### src/rtl/gcd_job_sequencer.sv
// gcd_job_sequencer: front-end stage for the subtractive GCD core.
// Turns operand-pair jobs into core start/load/clear cycles, returns results.
//
// Ports:
//   clk, rst_n            clock, async active-low reset
//   in_valid/in_ready     operand stream handshake; in_a, in_b operands
//   core_start            one-cycle start pulse to the core
//   core_data             shared operand bus (A in START/LOAD_A, B in LOAD_B)
//   core_clr              returns the core to idle (also held during reset)
//   core_done/core_result core completion and its register-A value
//   out_valid/out_ready   result stream handshake; out_gcd, out_err result
//   busy                  high whenever a job is in flight
module gcd_job_sequencer #(
  parameter int WIDTH   = 16,
  parameter int TIMEOUT = 65600,
  parameter int TO_W    = 17
) (
  input  logic             clk,
  input  logic             rst_n,
  input  logic             in_valid,
  output logic             in_ready,
  input  logic [WIDTH-1:0] in_a,
  input  logic [WIDTH-1:0] in_b,
  output logic             core_start,
  output logic [WIDTH-1:0] core_data,
  output logic             core_clr,
  input  logic             core_done,
  input  logic [WIDTH-1:0] core_result,
  output logic             out_valid,
  input  logic             out_ready,
  output logic [WIDTH-1:0] out_gcd,
  output logic             out_err,
  output logic             busy
);

  localparam logic [TO_W-1:0] TO_LAST = TO_W'(TIMEOUT - 1);

  typedef enum logic [2:0] {
    S_IDLE,
    S_START,
    S_LOAD_A,
    S_LOAD_B,
    S_WAIT,
    S_CLEAR,
    S_OUT
  } state_t;

  state_t           r_state;
  logic [WIDTH-1:0] r_a;
  logic [WIDTH-1:0] r_b;
  logic [WIDTH-1:0] r_gcd;
  logic             r_err;
  logic [TO_W-1:0]  r_wd;

  logic             w_accept;
  logic             w_zero;
  logic [WIDTH-1:0] w_core_data;

  assign w_accept = in_valid & in_ready;
  assign w_zero   = (in_a == '0) | (in_b == '0);

  always_ff @(posedge clk or negedge rst_n) begin
    if (!rst_n) begin
      r_state <= S_IDLE;
      r_a     <= '0;
      r_b     <= '0;
      r_gcd   <= '0;
      r_err   <= 1'b0;
      r_wd    <= '0;
    end else begin
      case (r_state)
        S_IDLE: begin
          if (w_accept) begin
            r_a <= in_a;
            r_b <= in_b;
            // The core never terminates on a zero operand; gcd(x,0)=x.
            if (w_zero) begin
              r_gcd   <= in_a | in_b;
              r_err   <= 1'b0;
              r_state <= S_OUT;
            end else begin
              r_state <= S_START;
            end
          end
        end
        S_START:  r_state <= S_LOAD_A;
        S_LOAD_A: r_state <= S_LOAD_B;
        S_LOAD_B: begin
          r_wd    <= '0;
          r_state <= S_WAIT;
        end
        S_WAIT: begin
          // done wins over a timeout landing in the same cycle
          if (core_done) begin
            r_gcd   <= core_result;
            r_err   <= 1'b0;
            r_state <= S_CLEAR;
          end else if (r_wd == TO_LAST) begin
            r_gcd   <= '0;
            r_err   <= 1'b1;
            r_state <= S_CLEAR;
          end else begin
            r_wd <= r_wd + TO_W'(1);
          end
        end
        S_CLEAR: r_state <= S_OUT;
        S_OUT: begin
          if (out_ready) r_state <= S_IDLE;
        end
        default: r_state <= S_IDLE;
      endcase
    end
  end

  always_comb begin
    w_core_data = '0;
    case (r_state)
      S_START:  w_core_data = r_a;
      S_LOAD_A: w_core_data = r_a;
      S_LOAD_B: w_core_data = r_b;
      default:  w_core_data = '0;
    endcase
  end

  // rst_n gating keeps in_ready low while reset is held in IDLE.
  assign in_ready   = rst_n & (r_state == S_IDLE);
  assign core_start = (r_state == S_START);
  assign core_data  = w_core_data;
  assign core_clr   = ~rst_n | (r_state == S_CLEAR);
  assign out_valid  = (r_state == S_OUT);
  assign out_gcd    = r_gcd;
  assign out_err    = r_err;
  assign busy       = (r_state != S_IDLE);

endmodule

### config.mk
export PLATFORM = sky130hd
export DESIGN_NAME = gcd_job_sequencer
export DESIGN_NICKNAME = d
export VERILOG_FILES = /design/src/rtl/gcd_job_sequencer.sv
export SDC_FILE = /design/constraint.sdc
export NUM_CORES = 1
export LEC_CHECK = 0
export ABC_AREA = 1
export BUFFER_PORTS_ARGS = -buffer_cell sky130_fd_sc_hd__buf_2
export CORE_UTILIZATION = 45
export CTS_CLUSTER_DIAMETER = 50
export DETAILED_ROUTE_END_ITERATION = 16
export GPL_ROUTABILITY_DRIVEN = 0
export PLACE_DENSITY = 0.68
export SLEW_MARGIN = 20
export SYNTH_ARGS = -nofsm -noshare
export SYNTH_HDL_FRONTEND = slang
export SYNTH_SLANG_ARGS = --single-unit
### constraint.sdc
create_clock -name clk -period 2.3 [get_ports clk]
set_input_delay 0 -clock clk [delete_from_list [all_inputs] [get_ports clk]]
set_output_delay 0 -clock clk [all_outputs]
set_load 0.01 [all_outputs]
# Word-level counts from Yosys, hierarchy flattened
# Index checks and enable logic that the tools add are counted.
# W data, S select, Z words.
dict set report word_totals {
  register_bits 69
  wordCells 57
  out_inout_bits 38
  input_bits 53
}
dict set report op_classes {
  n_eq_ne 13
  mux 20
  bitwise_logic 6
  addsub 1
  n_reduce_logical 11
}
# operator n
set ops {}
lappend ops {{$mux W16} 4}
lappend ops {{$pmux W16 S2} 2}
lappend ops {{$mux W17} 2}
lappend ops {{$pmux W17 S2} 1}
lappend ops {{$logic_not A16 Y1} 2}
lappend ops {{$pmux W3 S7} 1}
lappend ops {{$add A17 B1 Y17 const B} 1}
lappend ops {{$eq A17 B17 Y1 const B} 1}
lappend ops {{$or A16 B16 Y16} 1}
lappend ops {{$mux W3} 5}
lappend ops {{$eq A3 B3 Y1 const B} 3}
lappend ops {{$ne A2 B2 Y1 const B} 4}
lappend ops {{$eq A3 B2 Y1 const B} 2}
lappend ops {{$reduce_and A3 Y1} 2}
lappend ops {{$mux W1} 4}
lappend ops {{$reduce_and A4 Y1} 1}
lappend ops {{$reduce_bool A2 Y1} 2}
lappend ops {{$eq A3 B1 Y1 const B} 1}
lappend ops {{$logic_not A3 Y1} 1}
lappend ops {{$ne A3 B3 Y1 const B} 1}
lappend ops {{$reduce_bool A3 Y1} 1}
lappend ops {{$and A1 B1 Y1} 2}
lappend ops {{$ne A2 B1 Y1 const B} 1}
lappend ops {{$or A1 B1 Y1} 2}
lappend ops {{other kinds (4)} 4}

# Depth between registers and ports, before layout
dict set report logic_depth {
  depth_word 5
  mapped_depth 11
  depth_no_buf 10
}

# Least setup slack after synthesis
# OpenSTA, ideal clock, no wires.
dict set report synth_timing {
  path_kind {register to register}
  start {reg r_wd[0]}
  end {reg r_gcd[10], in the netlist out_gcd[10]}
  period_less_slack_ns 1.610
  stages_incl_launch_ff 10
  path_slack_ns 0.690
  setup_time_ns 0.117
  path_buffers 1
  t_required_ns 2.183
  arrival_time_ns 1.493
  path_cell_list {dfrtp_1 ha_1 nand2_2 nor2_8 nand3_2 a21oi_4 nand2_4 buf_6 nand2_1 nand2_1}
}
dict set report synth_via {
  elab_chain_cells 3
}
# element line
set synth_rtl {}
lappend synth_rtl {{from (decl)} 53} ;# logic [TO_W-1:0] r_wd;
lappend synth_rtl {{from (signal assigned)} 103} ;# r_wd <= r_wd + TO_W'(1);
lappend synth_rtl {{$eq A17 B17 Y1} 98} ;# end else if (r_wd == TO_LAST) begin
lappend synth_rtl {{$ne A3 B3 Y1 (no source line)} n/a}
lappend synth_rtl {{$reduce_and A4 Y1 (no source line)} n/a}
lappend synth_rtl {{to (signal assigned)} 78} ;# r_gcd <= in_a | in_b;
lappend synth_rtl {{to (signal assigned)} 95} ;# r_gcd <= core_result;
lappend synth_rtl {{to (decl)} 51} ;# logic [WIDTH-1:0] r_gcd;
# No other way between the ends.
# A chain may end at the register's enable or synchronous reset.

# Worst setup path in the final report
dict set report layout_timing {
  start {reg r_state[2]}
  end {out core_data[7]}
}
dict set report layout_via {
  elab_chain_cells 3
  word_cells_on_any_way 5
  classes_between {3 x eq/ne; 1 x mux; 1 x reduce/logical}
}
# element line
set layout_rtl {}
lappend layout_rtl {{from (decl)} 48} ;# state_t r_state;
lappend layout_rtl {{from (signal assigned)} 64} ;# r_state <= S_IDLE;
lappend layout_rtl {{from (signal assigned)} 80} ;# r_state <= S_OUT;
lappend layout_rtl {{from (signal assigned)} 82} ;# r_state <= S_START;
lappend layout_rtl {{$eq A3 B1 Y1 / $eq A3 B2 Y1 (equally long branches)} 117} ;# case (r_state)
lappend layout_rtl {{$reduce_or A2 Y1 (no source line)} n/a}
lappend layout_rtl {{$pmux W16 S2 *} 117}
lappend layout_rtl {{to (decl)} 25} ;# output logic [WIDTH-1:0] core_data,
# Mark *: on every way between the ends. The rest lies on a longest branch, timed or not.

==> results.json <==
{
  "viasPerCell": 5.10,
  "cts_hold_buf": 34,
  "synth_top_area_share_pct": 45.6,
  "fin_crit_ns": 2.02,
  "worst_r2r_endpoint": "r_wd[14]$_DFFE_PN0P_",
  "initial_core_util_pct": 46.3,
  "overflow": 0,
  "ys_warn_count": 0,
  "leakage_nw": 2.42,
  "row_count": 33,
  "cap_violations": 0,
  "hold_slack_ns": 0.0236,
  "port_buffers": 90,
  "r2r-start": "r_wd[0]$_DFFE_PN0P_",
  "clkTransAtPathRegs_ns": 0.07,
  "r2r_cells": 8,
  "dr.pass1.iters": 4,
  "synth_cells": 523,
  "grt_max_degree": 55,
  "fmax_ghz": 0.495,
  "worstSetupEndpoint": "core_data[7]",
  "vias": 3831,
  "cts.sinks": 69,
  "grt_util_all_layers_pct": 25.5,
  "netlist_area_sq_um": 3780,
  "clock-skew-final_ns": 0.0112,
  "grt_pass1_vias": 3633,
  "r2r_slack_ns": 0.48,
  "dieArea_sq_um": 8780,
  "grt_pass1_wl_um": 17000,
  "yosys_register_bits": 69,
  "power_density_nw_per_um2": 996,
  "drc": 0,
  "synth.distinct_cells": 27,
  "n_fill_cell": 760,
  "period_share_pct": 87.9,
  "ctsRootBufferMaster": "clkbuf_8",
  "diodes": 0,
  "core_area_sq_um": 8180,
  "clockBufferDepth": 2,
  "rsz0062_at_grt": "no",
  "dpl-instance-area_sq_um": 4310,
  "hpwl_um": 7200,
  "wl_per_cell_um": 13.8,
  "synth.area.top_cells": "dfrtp_1, nand2_1, o21ai_0",
  "tns_ns": 0,
  "fin_nets": 697,
  "crit_type": "register to primary output",
  "relSlewSlack_pct": 54.6,
  "drive_gt1_share_pct": 19.8,
  "synth_top_area_cell": "dfrtp_1",
  "chipHeight_um": 93.7,
  "postRouteAntennaNets": 0,
  "post-place-ws_ns": 0.487,
  "die-width_um": 93.7,
  "drt_iter0_drc": 220,
  "postLayoutCoreUtil_pct": 59.0,
  "setup_viol": 0,
  "insertion_delay_ns": 0.35,
  "ios": 91,
  "syn_nets": 577,
  "mostFrequentLayoutCells": "nand2_1, buf_2, o21ai_0, dfrtp_1, inv_1",
  "dp.cells": 703,
  "avgSynthCellArea_sq_um": 7.24,
  "fin_area_sq_um": 4830,
  "crit_path_start": "r_state[2]$_DFFE_PN0P_",
  "cts_tree": "yes",
  "arrival_ns": 2.02,
  "fin_ws_ns": 0.279,
  "final_cells": 751,
  "syn2layout_area_growth_pct": 27.5,
  "final_hold_viol_count": 0,
  "critPathCaptureType": "primary output",
  "total_power_mw": 4.81,
  "critPathLaunchType": "register",
  "crit_fanout": 16,
  "htree_levels": 3,
  "ir_worst_vdd_mv": 0.461,
  "cts_setup_buffers": 0,
  "ctsResizeCount": 0,
  "numCtsBuffers": 9,
  "wl_um": 10300,
  "worstPathRequired_ns": 2.30,
  "min_path_type": "input port to register",
  "synth_seq_area_share_pct": 45.6,
  "status": "complete, no violations",
  "antenna_found_initial": 0,
  "final_common_cell": "nand2_1",
  "worstMarginPinSlew_ns": 0.680,
  "maxSlewViolCount": 0
}
-- routing by layer --
metal  vias up  routed length (um)  global-route usage (%)
met5         -                   0                       0
met4         0                 335                    12.2
met3        26                 576                    4.05
met2       119                4880                    42.4
met1      1778                4540                    32.3
li1       1908                   -                       -
-- layout make-up --
| cell class | count | area (sq um) | area share [%] |
|---|---|---|---|
| Inverter | 59 | 221 | 4.59 |
| Multi-Input combinational cell | 375 | 1730 | 35.8 |
| Sequential cell | 69 | 1730 | 35.8 |
| Clock inverter | 4 | 51.3 | 1.06 |
| Clock buffer | 10 | 128 | 2.64 |
| Tap cell | 105 | 131 | 2.72 |
| Timing Repair Buffer | 129 | 841 | 17.4 |
-- power by group --
group	internal [mW]	switching (mW)	total, mW
sequential	1.67	0.197	1.87
clock	0.489	0.460	0.949
combinational	0.713	1.28	1.99
total	2.87	1.93	4.81
-- state kept, by name, summed over array words and instances, names as in the netlist --
name and cells:
r_a 16, out_gcd 16, r_wd 17, out_err 1, r_b 16, r_state 3
-- synth_stat cells, drive strengths merged --
master and count:
inv 59, nor2 51, nor3 7, nand3 37, clkbuf 6, nand4 2
dfrtp 69, ha 1, o21ai 80, and2 1, nand2 170, o21bai 3
o22ai 16, buf 14, a21oi 3, xor2 4
-- worst min path at each step --
stage                     from                 endpoint  slack (ns)  cells after the start
4_1_cts        core_result[15]  out_gcd[15]$_DFFE_PN0P_        0.02                      5
3_5_place_dp             rst_n     r_wd[11]$_DFFE_PN0P_       -0.01                      1
2_1_floorplan            rst_n      out_err$_DFFE_PN0P_       -0.30                      0
6_report       core_result[15]  out_gcd[15]$_DFFE_PN0P_        0.02                      5
3_3_place_gp             rst_n      r_wd[0]$_DFFE_PN0P_       -0.02                      1
5_1_grt         core_result[7]   out_gcd[7]$_DFFE_PN0P_        0.06                      5
-- critical path, stage by stage, from the launching register on --
cell     delay [ns]
dfrtp_1        0.46
nor3_1         0.27
inv_1          0.09
o21ai_0        0.08
inv_1          0.28
o22ai_1        0.30
buf_2          0.19
-- cell families (layout without fill, tap and decap cells) --
| family | after synthesis | count (layout) | synth area share [%] |
|---|---|---|---|
| simple gates | 268 | 268 | 29.9 |
| fa+ha+maj | 1 | 1 | 0.331 |
| compound gates | 102 | 102 | 14.5 |
| flops | 69 | 69 | 45.6 |
| xor+xnor | 4 | 4 | 0.926 |
| buf+inv | 79 | 202 | 8.76 |
Note: power is estimated with default switching activity, not from simulation.
